### config.mk
export PLATFORM = sky130hd
export DESIGN_NAME = muladd_seq_unit_flat
export DESIGN_NICKNAME = d
export VERILOG_FILES = /design/src/rtl/muladd_pkg.sv /design/src/rtl/muladd_seq_unit_if.sv /design/src/rtl/muladd_shift_acc.sv /design/src/rtl/muladd_seq_unit.sv /design/src/flat_wrapper.sv
export SDC_FILE = /design/constraint.sdc
export NUM_CORES = 1
export LEC_CHECK = 0
export CORE_MARGIN = 2
export CORE_UTILIZATION = 61
export DETAILED_ROUTE_END_ITERATION = 6
export PLACE_DENSITY = 0.83
export RECOVER_POWER = 100
export SLEW_MARGIN = 0
export SYNTH_ARGS = -nofsm -noshare
export SYNTH_HDL_FRONTEND = slang
export SYNTH_SLANG_ARGS = --single-unit
### constraint.sdc
create_clock -name clk -period 8.1 [get_ports clk]
set_input_delay 2.025 -clock clk [delete_from_list [all_inputs] [get_ports clk]]
set_output_delay 2.025 -clock clk [all_outputs]
set_load 0.005 [all_outputs]
### src/rtl/muladd_pkg.sv
// Shared types and defaults for the iterative multiply-accumulate unit.
package muladd_pkg;

    localparam int unsigned MULADD_WIDTH = 32;

    typedef enum logic [1:0] {
        IDLE,
        MUL,
        ACC,
        DONE
    } muladd_state_t;

endpackage

### src/rtl/muladd_seq_unit_if.sv
// Pipeline-facing bundle of the multiply-accumulate unit: operands, control, status and result.
interface muladd_seq_unit_if
    import muladd_pkg::*;
#(
    parameter int unsigned WIDTH = MULADD_WIDTH
);

    logic             start;
    logic             flush;
    logic [WIDTH-1:0] a;
    logic [WIDTH-1:0] b;
    logic [WIDTH-1:0] c;
    logic             stall_req;
    logic             busy;
    logic             done;
    logic [WIDTH-1:0] result;

    modport master (
        output start, flush, a, b, c,
        input  stall_req, busy, done, result
    );

    modport slave (
        input  start, flush, a, b, c,
        output stall_req, busy, done, result
    );

endinterface

### src/rtl/muladd_shift_acc.sv
// Shift-add datapath: holds multiplicand, multiplier and partial product, one iteration per step.
module muladd_shift_acc
    import muladd_pkg::*;
#(
    parameter int unsigned WIDTH = MULADD_WIDTH
) (
    input  logic             clk,
    input  logic             reset_n,
    input  logic             load_i,
    input  logic             step_i,
    input  logic [WIDTH-1:0] mcand_i,
    input  logic [WIDTH-1:0] mult_i,
    output logic [WIDTH-1:0] prod_o,
    output logic             last_o
);

    logic [WIDTH-1:0] mcand_q, mcand_d;
    logic [WIDTH-1:0] mult_q,  mult_d;
    logic [WIDTH-1:0] prod_q,  prod_d;

    always_comb begin
        mcand_d = mcand_q;
        mult_d  = mult_q;
        prod_d  = prod_q;
        if (load_i) begin
            mcand_d = mcand_i;
            mult_d  = mult_i;
            prod_d  = '0;
        end else if (step_i) begin
            if (mult_q[0]) begin
                prod_d = prod_q + mcand_q;
            end
            mcand_d = mcand_q << 1;
            mult_d  = mult_q >> 1;
        end
    end

    always_ff @(posedge clk or negedge reset_n) begin
        if (!reset_n) begin
            mcand_q <= '0;
            mult_q  <= '0;
            prod_q  <= '0;
        end else begin
            mcand_q <= mcand_d;
            mult_q  <= mult_d;
            prod_q  <= prod_d;
        end
    end

    assign prod_o = prod_q;
    // High when the multiplier will be exhausted after the current step.
    assign last_o = (mult_q[WIDTH-1:1] == '0);

endmodule

### src/rtl/muladd_seq_unit.sv
// Multi-cycle result = b*c + a (low WIDTH bits) for EX; raises stall_req while an op is in flight.
module muladd_seq_unit
    import muladd_pkg::*;
#(
    parameter int unsigned WIDTH = MULADD_WIDTH,
    parameter int unsigned CNT_W = $clog2(WIDTH + 1)
) (
    input  logic           clk,
    input  logic           reset_n,
    muladd_seq_unit_if.slave bus
);

    muladd_state_t    state_q, state_d;
    logic [CNT_W-1:0] cnt_q, cnt_d;
    logic [WIDTH-1:0] addend_q, addend_d;
    logic [WIDTH-1:0] result_q, result_d;
    logic [WIDTH-1:0] prod;
    logic             last;
    logic             accept;
    logic             step;

    assign accept = (state_q == IDLE) && bus.start && !bus.flush;

    muladd_shift_acc #(
        .WIDTH(WIDTH)
    ) u_shift_acc (
        .clk     (clk),
        .reset_n (reset_n),
        .load_i  (accept),
        .step_i  (step),
        .mcand_i (bus.b),
        .mult_i  (bus.c),
        .prod_o  (prod),
        .last_o  (last)
    );

    always_ff @(posedge clk or negedge reset_n) begin
        if (!reset_n) begin
            state_q <= IDLE;
        end else begin
            state_q <= state_d;
        end
    end

    always_comb begin
        state_d = state_q;
        unique case (state_q)
            IDLE:    if (accept) state_d = (bus.c != '0) ? MUL : ACC;
            MUL:     if (last || (cnt_q == CNT_W'(WIDTH - 1))) state_d = ACC;
            ACC:     state_d = DONE;
            DONE:    state_d = IDLE;
            default: state_d = IDLE;
        endcase
        if (bus.flush) begin
            state_d = IDLE;
        end
    end

    always_comb begin
        step          = (state_q == MUL);
        bus.busy      = (state_q == MUL) || (state_q == ACC);
        bus.stall_req = bus.busy || accept;
        bus.done      = (state_q == DONE);
    end

    always_comb begin
        cnt_d    = cnt_q;
        addend_d = addend_q;
        result_d = result_q;
        if (accept) begin
            cnt_d    = '0;
            addend_d = bus.a;
        end else if (state_q == MUL) begin
            cnt_d = cnt_q + CNT_W'(1);
        end
        // A flush landing in ACC must leave the previously completed result visible.
        if ((state_q == ACC) && !bus.flush) begin
            result_d = prod + addend_q;
        end
    end

    always_ff @(posedge clk or negedge reset_n) begin
        if (!reset_n) begin
            cnt_q    <= '0;
            addend_q <= '0;
            result_q <= '0;
        end else begin
            cnt_q    <= cnt_d;
            addend_q <= addend_d;
            result_q <= result_d;
        end
    end

    assign bus.result = result_q;

endmodule

### src/flat_wrapper.sv
// flat-port wrapper written by rule: the top's interface ports become plain ports
module muladd_seq_unit_flat import muladd_pkg::*;
#(
    parameter int unsigned WIDTH = MULADD_WIDTH,
    parameter int unsigned CNT_W = $clog2(WIDTH + 1)
)
  (clk, reset_n, bus_start, bus_flush, bus_a, bus_b, bus_c, bus_stall_req, bus_busy, bus_done, bus_result);
  muladd_seq_unit_if #(.WIDTH(WIDTH)) bus_i ();
  input  logic clk;
  input  logic reset_n;
  input wire logic [$bits(bus_i.start)-1:0] bus_start;
  input wire logic [$bits(bus_i.flush)-1:0] bus_flush;
  input wire logic [$bits(bus_i.a)-1:0] bus_a;
  input wire logic [$bits(bus_i.b)-1:0] bus_b;
  input wire logic [$bits(bus_i.c)-1:0] bus_c;
  output wire logic [$bits(bus_i.stall_req)-1:0] bus_stall_req;
  output wire logic [$bits(bus_i.busy)-1:0] bus_busy;
  output wire logic [$bits(bus_i.done)-1:0] bus_done;
  output wire logic [$bits(bus_i.result)-1:0] bus_result;
  assign bus_i.start = bus_start;
  assign bus_i.flush = bus_flush;
  assign bus_i.a = bus_a;
  assign bus_i.b = bus_b;
  assign bus_i.c = bus_c;
  assign bus_stall_req = bus_i.stall_req;
  assign bus_busy = bus_i.busy;
  assign bus_done = bus_i.done;
  assign bus_result = bus_i.result;
  muladd_seq_unit #(.WIDTH(WIDTH), .CNT_W(CNT_W)) u_core (.clk(clk), .reset_n(reset_n), .bus(bus_i));
endmodule
# After elaboration in Yosys (flattened, before gate mapping)

Cells that the tools add are included.

$add $sub $neg: 3
$mul: 0
Div/mod/pow operators: 0
Magnitude comparators: 0
Equal/unequal tests: 6
Shift-type cells: 0
Multiplexer cells: 14
Bitwise logic cells: 0
Reduce and logical (&&, ||, !) cells: 14

Operator list:

| cell                                           | count |
|---|---|
| 2-to-1 mux 32 bit                              | 7 |
| adder 32 bit                                   | 2 |
| nonzero test 32 bit                            | 1 |
| logical NOT 31 bit                             | 1 |
| 2-to-1 mux 6 bit                               | 2 |
| 2-to-1 mux 2 bit                               | 4 |
| one-hot mux 2 bit (4 select lines)             | 1 |
| adder 6 x 1 -> 6 bit (second input constant)   | 1 |
| == test 6 x 5 -> 1 bit (second input constant) | 1 |
| == test 2 bit (second input constant)          | 2 |
| AND reduction 2 bit                            | 2 |
| nonzero test 2 bit                             | 2 |
| logical AND 1 bit                              | 3 |
| logical OR 1 bit                               | 3 |
| != test 3 x 2 -> 1 bit (second input constant) | 1 |
| != test 3 bit (second input constant)          | 1 |
| == test 2 x 1 -> 1 bit (second input constant) | 1 |
| logical NOT 2 bit                              | 1 |
| logical NOT 1 bit                              | 1 |

Flip-flop bits (word level): 168
Latch bits: 0
Bits in writable memories: 0
Memory bits (read-only): 0
Bits of input ports: 100
Output and inout port bits: 35
Logic and storage cells: 44
Memories: 0

# Depth between registers and ports, before layout

Gate-level depths: netlist (run 1).

Word-level depth: 6
Gate-level depth with buffers: 11
Depth with buffers taken out: 11

# Modules after synthesis

Synthesis (run 1) repeated with hierarchy kept, for this count alone.

Cells, all modules: 1100
Area total of the unflattened synthesis: 10465.0 um2

By module, submodules not included:

| module           | times used | cells an instance | area an instance (um2) | sequential area each (um2) |
|---|---|---|---|---|
| muladd_shift_acc | 1          | 640               | 5849.4                 | 2402.3 |
| muladd_seq_unit  | 1          | 460               | 4615.7                 | 1801.7 |

# Worst setup path after synthesis (run 1)

No wires, ideal clock.

Kind: input-to-output
Start point: input port bus_start
End point: output port bus_stall_req
Data arrival time: 2.563 ns
Required time: 6.075 ns
Slack: 3.512 ns
Cell stages on the path: 4
Path buffers: 1
Cell sequence: nand2_1 > or2_2 > clkbuf_1 > nand2b_1

Longest elaborated chain between the ends: 3

RTL lines:

| what                            | line                  | RTL |
|---|---|---|
| start, declared                 | flat_wrapper.sv:11    | `input wire logic [$bits(bus_i.start)-1:0] bus_start;` |
| logical AND 1 bit (2 in series) | muladd_seq_unit.sv:22 | `assign accept = (state_q == IDLE) && bus.start && !bus.flush;` |
| logical OR 1 bit                | muladd_seq_unit.sv:62 | `bus.stall_req = bus.busy \|\| accept;` |
| end, declared                   | flat_wrapper.sv:16    | `output wire logic [$bits(bus_i.stall_req)-1:0] bus_stall_req;` |

No other way between the ends.

# Final worst setup path (run 1)

Start point: input port bus_flush
End point: output port bus_stall_req

Longest elaborated chain between the ends: 3

RTL lines:

| what              | line                  | RTL |
|---|---|---|
| start, declared   | flat_wrapper.sv:12    | `input wire logic [$bits(bus_i.flush)-1:0] bus_flush;` |
| logical NOT 1 bit | muladd_seq_unit.sv:22 |  |
| logical AND 1 bit | muladd_seq_unit.sv:22 |  |
| logical OR 1 bit  | muladd_seq_unit.sv:62 |  |

No other way between the ends.

==> run summary, run 1 <==
syn nets -> 1374
Internal Power -> 2.81 mW
Comb pwr share -> 0.511
clk_lat worst skew -> 0.43 ns
clock skew -> 0.00895 ns
Mapped Area -> 0.0106 mm^2
P_sw -> 2.03 mW
cts hold-fix bufs -> 0
Yosys top cell by area -> dfrtp_1
Total GRT Usage -> 0.282
placed insts -> 1506
clk buf depth -> 2
Area contributors post-synth -> dfrtp_1 (40%), nand2_1 (10%), ha_1 (8.0%)
post-layout min period -> 6.26 ns
Yosys Warn Count -> 0
initial antenna violation count -> 0
CTS Buf Count -> 17
critical path's largest stage delay -> 0.79 ns
peak supply drop -> 0.000224 V
starting density of the core -> 0.618
DR vias -> 9018
Switching Share -> 0.419
failing checks -> capacitance limit, slew limit
Critical Path Start Type -> input port
Reg-to-Reg End -> u_core.u_shift_acc.prod_o[25]
Worst Hold Depth -> 2
Die Span Y -> 136 um
Crit Reg-Reg Startpoint -> u_core.state_q[1]
max cap viols -> 3
Clk pwr share -> 0.177
Overall Power -> 4.84 mW
remaining antenna violation count -> 0
DRT Wirelength -> 24.9 mm
# DRC -> 0
Crit Path Max Fanout -> 43
Ant. Diodes -> 0
cell count of the worst reg-to-reg path -> 8
WS Path Type -> in2out
total grt overflow -> 0
ys flop type -> dfrtp_1
Slew Viols, Final -> 206
CP arrival -> 4.24 ns
CTS tree -> yes
asr flop ratio synth -> 1.00
unique cell type count in the Yosys netlist -> 72
Slew @ Worst Pin -> 3.84 ns
largest net degree at the start of global routing -> 127
RePlAce Congestion -> 0.907
input/output buffers -> 134
status -> complete, but fails checks
Max-slew headroom -> -1.56
most common cell in the netlist -> nand2_1
final setup violating endpoints -> 0
root buf cell -> clkbuf_16
r2r setup slk -> 4.36 ns
Die ar. -> 0.0184 mm^2
Routed WL per cell -> 16.2 um
sequential power share -> 0.312
unrepaired setup endpoints after global routing -> false
post-DP HPWL -> 17.8 mm
first-pass GRT wire length -> 41.4 mm
core area -> 0.0171 mm^2
Post-CTS Setup Bufs -> 0
# IOs -> 135
CP cell instances -> dlygate4sd3_1 -> or2_2 -> nand2b_1 -> dlygate4sd3_1
Die Wd -> 136 um
Row Count -> 48
vias in the first global route -> 8498
CTS HTree Levels -> 4
synth cell count leaders -> nand2_1 (285), dfrtp_1 (168), o21ai_0 (106)
via/cell ratio -> 5.86
CTS sink cnt -> 168
fmax -> 0.160 GHz
Leakage -> 5.91 nW
worst min-delay path class -> reg2reg
CP Capture Type -> primary output
area grow syn2layout -> 19.1%
Most Frequent Cell on Critical Path -> dlygate4sd3_1
synthesized flop and latch total -> 168
Syn Inst Count -> 1204
final setup margin -> 1.84 ns
TNS Setup -> 0 ns
Initial DRC Count -> 700
fin util -> 0.737
CP max-delay cell -> or2_2
Final Hold Fails -> 0
hold path start -> u_core.bus.result[16]
number of gates resized after CTS -> 0
fin cells -> 1538
pre-CTS WS -> 2.01 ns
layout cells sized above 1 -> 0.0526
fin crit share -> 0.773
Worst-path clk slew -> 0.06 ns
Filler cells -> 1305
worst-case hold path end point -> u_core.bus.result[16]
Post-synth EDFFs -> 0
pwr dens -> 384 mW/mm^2
Net count, final -> 1470
drt first pass iters -> 5
WP data required -> 6.08 ns
part of the Yosys area used for sequential elements -> 0.397
area fraction of the dominant cell type after synthesis -> 0.397
syn_area_per_cell -> 8.79 um^2
-- cell usage in the layout (no fill, tap or decap), drive strengths merged, types with 12 or more instances in the layout --
cell	count
a21oi	81
nand4	13
nor3	14
inv	16
nand3	27
clkdlybuf4s50	96
a21o	41
a31oi	15
dlygate4sd3	37
mux2i	66
clkbuf	24
nor4	17
ha	68
xor2	27
and3	12
nor2	35
nand2	288
xnor2	29
dfrtp	168
o21ai	122
-- flip-flops by register name, indices dropped and copies added (netlist names) --
name,count
u_core.addend_q,32
u_core.bus.result,32
u_core.u_shift_acc.mcand_q,32
u_core.u_shift_acc.mult_q,32
u_core.u_shift_acc.prod_o,32
u_core.cnt_q,6
u_core.state_q,2
-- worst max-delay path by stage --
stage          cells past startpoint  slack [ns]                     to       from
5_1_grt                            2        1.33  u_core.bus.result[29]    reset_n
3_5_place_dp                       4        2.01          bus_stall_req  bus_flush
4_1_cts                            4        1.99          bus_stall_req  bus_flush
2_1_floorplan                      4        3.51          bus_stall_req  bus_start
6_report                           4        1.84          bus_stall_req  bus_flush
3_3_place_gp                       4        2.06          bus_stall_req  bus_flush
-- routing by layer --
| layer | track usage | up-vias | routed length [um] |
|---|---|---|---|
| met5 | 0 | - | 0 |
| met4 | 0.0845 | 0 | 408 |
| met3 | 0.0494 | 37 | 1610 |
| met2 | 0.447 | 284 | 11400 |
| met1 | 0.399 | 4241 | 11500 |
| li1 | - | 4456 | - |
-- per-stage QoR --
step	cell area, um^2	hold WS (ns)
final	12600	0.470
after global placement	12000	0.457
after floorplan	10600	0.450
after global routing	12600	0.489
after detailed placement	12000	0.468
after CTS	12600	0.484
-- power groups by stage --
stage,sequential [mW],clock (mW),combinational [mW]
after floorplan,1.42,0,1.91
after global placement,1.50,0,2.41
after detailed placement,1.52,0,2.47
after CTS,1.51,0.861,2.49
after global routing,1.56,0.897,2.77
final,1.51,0.855,2.47
-- cell families after synthesis --
family,count (synthesis),synth area share
buffers and inverters,79,0.0317
muxes,68,0.0649
and+or+nand+nor,447,0.186
xor gates and xnor gates,56,0.0464
adders and majority gates,70,0.0842
AOI/OAI and AO/OA,316,0.190
DFF,168,0.397
-- area by class of cell --
cell class / count / area (um^2) / area share
clock inverters: 10 / 143 / 0.0113
inverters: 16 / 60.1 / 0.00476
multi-input cells: 957 / 6050 / 0.480
flip-flops and latches: 168 / 4200 / 0.333
well taps: 225 / 282 / 0.0223
clock buffers: 22 / 484 / 0.0384
repair buffers: 140 / 1380 / 0.109
-- worst max-delay path, delay by kind of cell --
family | cells | cell delay [ns]
buf+inv | 2 | 1.32
simple gates | 2 | 0.90
Note: power is estimated with default switching activity, not from simulation.
==> run 2, diff against run 1 <==
--- a/config.mk
+++ b/config.mk
@@ -6,9 +6,9 @@
 export NUM_CORES = 1
 export LEC_CHECK = 0
 export CORE_MARGIN = 2
-export CORE_UTILIZATION = 61
+export CORE_UTILIZATION = 51
 export DETAILED_ROUTE_END_ITERATION = 6
-export PLACE_DENSITY = 0.83
+export PLACE_DENSITY = 0.73
 export RECOVER_POWER = 100
 export SLEW_MARGIN = 0
 export SYNTH_ARGS = -nofsm -noshare
==> constraint.sdc (replaced) <==
create_clock -name clk -period 5.4 [get_ports clk]
set_input_delay 1.35 -clock clk [delete_from_list [all_inputs] [get_ports clk]]
set_output_delay 1.35 -clock clk [all_outputs]
set_load 0.005 [all_outputs]
==> run summary, run 2 (synthesis gave the netlist of run 1 again) <==
status -> complete, but fails checks
failing checks -> capacitance limit, slew limit
Die Span Y -> 148 um (+9.1%)
P_sw -> 3.03 mW (+50%)
final setup margin -> 1.03 ns (-0.807 ns)
core area -> 0.0203 mm^2 (+19%)
drt first pass iters -> 5 (unchanged)
pwr dens -> 573 mW/mm^2 (+49%)
Internal Power -> 4.24 mW (+51%)
fmax -> 0.229 GHz
CTS HTree Levels -> 4 (unchanged)
fin crit share -> 0.809
# IOs -> 135 (unchanged)
global routing met2 resource utilization -> 0.358 (-0.0889)
DR vias -> 8879 (-1.5%)
Die Wd -> 148 um (+9.1%)
post-layout min period -> 4.37 ns
Routed WL per cell -> 15.8 um (-2.5%)
root buf cell -> clkbuf_16
layout cells sized above 1 -> 0.0539 (+0.00136)
unrepaired setup endpoints after global routing -> false
clk_lat worst skew -> 0.43 ns (about the same)
clock skew -> 0.0105 ns (+0.00158 ns)
cts hold-fix bufs -> 0 (unchanged)
TNS Setup -> 0 ns (unchanged)
Max-slew headroom -> -0.711 (+0.850)
Die ar. -> 0.0219 mm^2 (+19%)
# DRC -> 0 (unchanged)
largest net degree at the start of global routing -> 105 (-17%)
input/output buffers -> 134 (unchanged)
pre-CTS WS -> 1.22 ns (-0.794 ns)
Worst-path clk slew -> 0.07 ns (about the same)
post-DP HPWL -> 18.5 mm (+4.1%)
Switching Share -> 0.417 (-0.00116)
Row Count -> 52 (+8.3%)
area grow syn2layout -> 19.9%
CTS sink cnt -> 168 (unchanged)
clk buf depth -> 2 (unchanged)
WS Path Type -> in2reg
Slew @ Worst Pin -> 2.57 ns (-1.28 ns)
Net count, final -> 1475 (+0.34%)
Clk pwr share -> 0.177 (about the same)
Total GRT Usage -> 0.233 (-0.0487)
RePlAce Congestion -> 0.907 (about the same)
r2r setup slk -> 1.79 ns (-2.57 ns)
Comb pwr share -> 0.510 (about the same)
placed insts -> 1556 (+3.3%)
sequential power share -> 0.314 (+0.002)
CP Capture Type -> flip-flop
Top Usage Layer GRT -> met2
starting density of the core -> 0.521 (-0.0969)
GR Util met3 -> 0.0503 (+0.000926)
Critical Path Start Type -> input port
via/cell ratio -> 5.59 (-4.6%)
Final Hold Fails -> 0 (unchanged)
worst min-delay path class -> reg2reg
CP arrival -> 4.66 ns (+0.42 ns)
Slew Viols, Final -> 230 (+12%)
final setup violating endpoints -> 0 (unchanged)
remaining antenna violation count -> 0 (unchanged)
commonest non-fill, non-tap cell in the layout -> nand2_1
CTS tree -> yes
vias in the first global route -> 8249 (-2.9%)
max cap viols -> 4 (+1)
first-pass GRT wire length -> 41.3 mm (-0.37%)
Ant. Diodes -> 0 (unchanged)
peak supply drop -> 0.000291 V (+30%)
WP data required -> 5.69 ns (-0.39 ns)
number of gates resized after CTS -> 0 (unchanged)
initial antenna violation count -> 0 (unchanged)
Crit Path Max Fanout -> 45 (+4.7%)
GRT met1 Usage -> 0.339 (-0.0602)
most frequent cells in the layout -> nand2_1 (285), dfrtp_1 (168), o21ai_0 (111), clkdlybuf4s50_1 (97), a21oi_1 (78)
fin cells -> 1587 (+3.2%)
total grt overflow -> 0 (unchanged)
CTS Buf Count -> 17 (unchanged)
Initial DRC Count -> 509 (-27%)
DRT Wirelength -> 25.1 mm (+0.65%)
Leakage -> 5.92 nW (+0.16%)
Hold Slack -> 0.470 ns (-0.0000140 ns)
Post-CTS Setup Bufs -> 0 (unchanged)
## run 2: cell count changes in the layout (fill, tap and decap cells not counted), sizes merged
cell,previous run,this run
dlygate4sd3,37,36
clkdlybuf4s50,96,97
clkinvlp,1,4
buf,5,8
inv,16,17
clkinv,6,2
clkbuf,24,25
## run 2: worst paths after layout
check | to | start | cells past startpoint
setup reg to reg | u_core.u_shift_acc.mcand_q[24] | u_core.state_q[1] | 6
setup / recovery | u_core.u_shift_acc.mcand_q[24] | bus_flush | 4
hold reg to reg | u_core.bus.result[13] | u_core.bus.result[13] | 2
max in group asynchronous | u_core.u_shift_acc.mcand_q[9] | reset_n | 1
min in group asynchronous | u_core.addend_q[27] | reset_n | 1
hold / removal | u_core.bus.result[13] | u_core.bus.result[13] | 2
## run 2: power groups by stage
stage	Sequential [mW]	Clock, mW	Combinational [mW]
floorplan	2.14	0	2.87
global placement	2.28	0	3.66
detailed placement	2.29	0	3.73
CTS	2.28	1.30	3.75
global route	2.35	1.36	4.17
finish	2.28	1.28	3.71
## run 2: per-stage QoR
step                power (mW)  utilization  instance area (um^2)
detailed placement        6.02        0.597                 12100
floorplan                 5.01            -                 10600
global route              7.88        0.625                 12700
global placement          5.94        0.597                 12100
CTS                       7.34        0.628                 12700
finish                    7.27        0.625                 12700
## run 2: area by class of cell
class / count / area, um^2
clock buffers: 21 / 480
well taps: 270 / 338
inverters: 16 / 60.1
fillers: 1781 / 7610
flip-flops and latches: 168 / 4200
clock inverters: 10 / 143
multi-input cells: 957 / 6030
repair buffers: 145 / 1430
## run 2: routing by layer
| layer | part of all wire | up-vias |
|---|---|---|
| li1 | - | 4463 |
| met1 | 0.48 | 4144 |
| met2 | 0.44 | 239 |
| met3 | 0.057 | 33 |
| met4 | 0.018 | 0 |
| met5 | 0 | - |
## run 2: worst max-delay path, cell delays in order
cell and delay [ns]:
dlygate4sd3_1 0.63, nor2_1 1.89, buf_4 0.60, o21ai_0 0.17
==> run 3, diff against run 2 <==
==> constraint.sdc (replaced) <==
create_clock -name clk -period 3.6 [get_ports clk]
set_input_delay 0.9 -clock clk [delete_from_list [all_inputs] [get_ports clk]]
set_output_delay 0.9 -clock clk [all_outputs]
set_load 0.005 [all_outputs]
==> run summary, run 3 (synthesis gave the netlist of run 1 again) <==
failing checks -> capacitance limit, slew limit
Final Hold Fails -> 0 (unchanged)
root buf cell -> clkbuf_16
placed cell area -> 0.0122 mm^2 (+0.31%)
fin cells -> 1589 (+0.13%)
via/cell ratio -> 5.50 (-1.7%)
placed insts -> 1561 (+0.32%)
drt first pass iters -> 4 (-1)
Initial DRC Count -> 375 (-26%)
fmax -> 0.303 GHz
max cap viols -> 2 (-2)
clock skew -> 0.0107 ns (+0.000199 ns)
critical path's largest stage delay -> 0.56 ns (-1.33 ns)
number of gates resized after CTS -> 0 (unchanged)
Crit Path Max Fanout -> 2 (-96%)
Filler cells -> 1808 (+1.5%)
Row Count -> 52 (unchanged)
CP Capture Type -> primary output
Worst-path clk slew -> 0.06 ns (about the same)
fin crit share -> 0.918
Max-slew headroom -> -0.322 (+0.389)
DRT Wirelength -> 25.1 mm (+0.36%)
DR vias -> 8739 (-1.6%)
CP cell instances -> clkdlybuf4s50_1 -> nand2_1 -> or2_2 -> nand2b_1 -> dlygate4sd3_1
largest net degree at the start of global routing -> 83 (-21%)
# IOs -> 135 (unchanged)
Die ar. -> 0.0219 mm^2 (unchanged)
remaining antenna violation count -> 0 (unchanged)
Overall Power -> 10.7 mW (+47%)
status -> complete, but fails checks
starting density of the core -> 0.521 (unchanged)
initial antenna violation count -> 0 (unchanged)
CP arrival -> 2.40 ns (-2.26 ns)
core area -> 0.0203 mm^2 (unchanged)
CP max-delay cell -> dlygate4sd3_1
input/output buffers -> 134 (unchanged)
CTS HTree Levels -> 4 (unchanged)
post-layout min period -> 3.30 ns
pwr dens -> 848 mW/mm^2 (+48%)
# DRC -> 0 (unchanged)
TNS Setup -> 0 ns (unchanged)
vias in the first global route -> 8569 (+3.9%)
Die Wd -> 148 um (unchanged)
clk buf depth -> 2 (unchanged)
Ant. Diodes -> 0 (unchanged)
cts hold-fix bufs -> 0 (unchanged)
CTS Buf Count -> 17 (unchanged)
Leakage -> 5.90 nW (-0.47%)
Post-CTS Setup Bufs -> 0 (unchanged)
Die Span Y -> 148 um (unchanged)
Net count, final -> 1480 (+0.34%)
WS Path Type -> in2out
post-DP HPWL -> 18.9 mm (+2.2%)
Total GRT Usage -> 0.239 (+0.00577)
Slew @ Worst Pin -> 1.98 ns (-0.583 ns)
layout cells sized above 1 -> 0.0508 (-0.00311)
Critical Path Start Type -> input port
total grt overflow -> 0 (unchanged)
worst min-delay path class -> reg2reg
RePlAce Congestion -> 0.900 (-0.73%)
most frequent cells in the layout -> nand2_1 (285), dfrtp_1 (168), o21ai_0 (113), clkdlybuf4s50_1 (97), a21oi_1 (79)
CTS sink cnt -> 168 (unchanged)
WP data required -> 2.70 ns (-2.99 ns)
clk_lat worst skew -> 0.42 ns (about the same)
area grow syn2layout -> 19.2%
Final Cell Area -> 0.0126 mm^2 (-0.65%)
first-pass GRT wire length -> 42.4 mm (+2.7%)
Routed WL per cell -> 15.8 um (+0.23%)
final setup violating endpoints -> 0 (unchanged)
commonest non-fill, non-tap cell in the layout -> nand2_1
unrepaired setup endpoints after global routing -> false
Slew Viols, Final -> 162 (-30%)
peak supply drop -> 0.000371 V (+28%)
CTS tree -> yes
==> run 3: cell count changes in the layout (fill, tap and decap cells not counted), sizes merged <==
cell,delta
buf,-3
clkinvlp,-1
clkbuf,+7
bufinv,-1
==> run 3: metal layers <==
| layer | vias to the layer above | wire length (um) | global-route usage |
|---|---|---|---|
| met2 | 222 | 11400 | 0.376 |
| met1 | 4043 | 12100 | 0.343 |
| met4 | 0 | 322 | 0.0595 |
| li1 | 4450 | - | - |
| met3 | 24 | 1320 | 0.0457 |
| met5 | - | 0 | 0 |
==> run 3: area by class of cell <==
| type | instances | area, um^2 | area share |
|---|---|---|---|
| inverter | 16 | 60.1 | 0.00476 |
| clock buffer | 20 | 437 | 0.0346 |
| tap | 270 | 338 | 0.0268 |
| sequential | 168 | 4200 | 0.333 |
| timing repair buffer | 150 | 1430 | 0.114 |
| multi-input combinational | 957 | 6030 | 0.479 |
| clock inverter | 8 | 101 | 0.00804 |
==> run 3: where the power goes <==
| group | internal (mW) | switching (mW) | total (mW) | leakage, nW |
|---|---|---|---|---|
| sequential | 2.72 | 0.697 | 3.41 | 2.14 |
| combinational | 2.45 | 3.11 | 5.57 | 3.50 |
| clock | 1.00 | 0.705 | 1.71 | 0.254 |
| total | 6.17 | 4.51 | 10.7 | 5.90 |
==> run 3: worst paths after layout <==
path / startpoint / endpoint / slack [ns] / cells past startpoint
hold / removal: u_core.bus.result[4] / u_core.bus.result[4] / 0.47 / 2
hold reg to reg: u_core.bus.result[4] / u_core.bus.result[4] / 0.47 / 2
setup / recovery: bus_start / bus_stall_req / 0.30 / 5
setup reg to reg: u_core.u_shift_acc.prod_o[0] / u_core.bus.result[30] / 0.37 / 11
max in group asynchronous: reset_n / u_core.state_q[1] / 0.91 / 2
min in group asynchronous: reset_n / u_core.bus.result[20] / 1.04 / 1
==> run 3: per-stage QoR <==
stage / hold WS (ns) / setup slack [ns] / utilization
4_1_cts: 0.482 / 0.360 / 0.625
6_report: 0.474 / 0.297 / 0.621
2_1_floorplan: 0.450 / 0.712 / -
3_3_place_gp: 0.457 / 0.379 / 0.599
3_5_place_dp: 0.468 / 0.375 / 0.599
5_1_grt: 0.486 / 0.137 / 0.621
==> run 3: critical path: cells and delay by family <==
kind / cells / cell delay (ns)
buffers and inverters: 2 / 1.03
and+or+nand+nor: 3 / 0.46
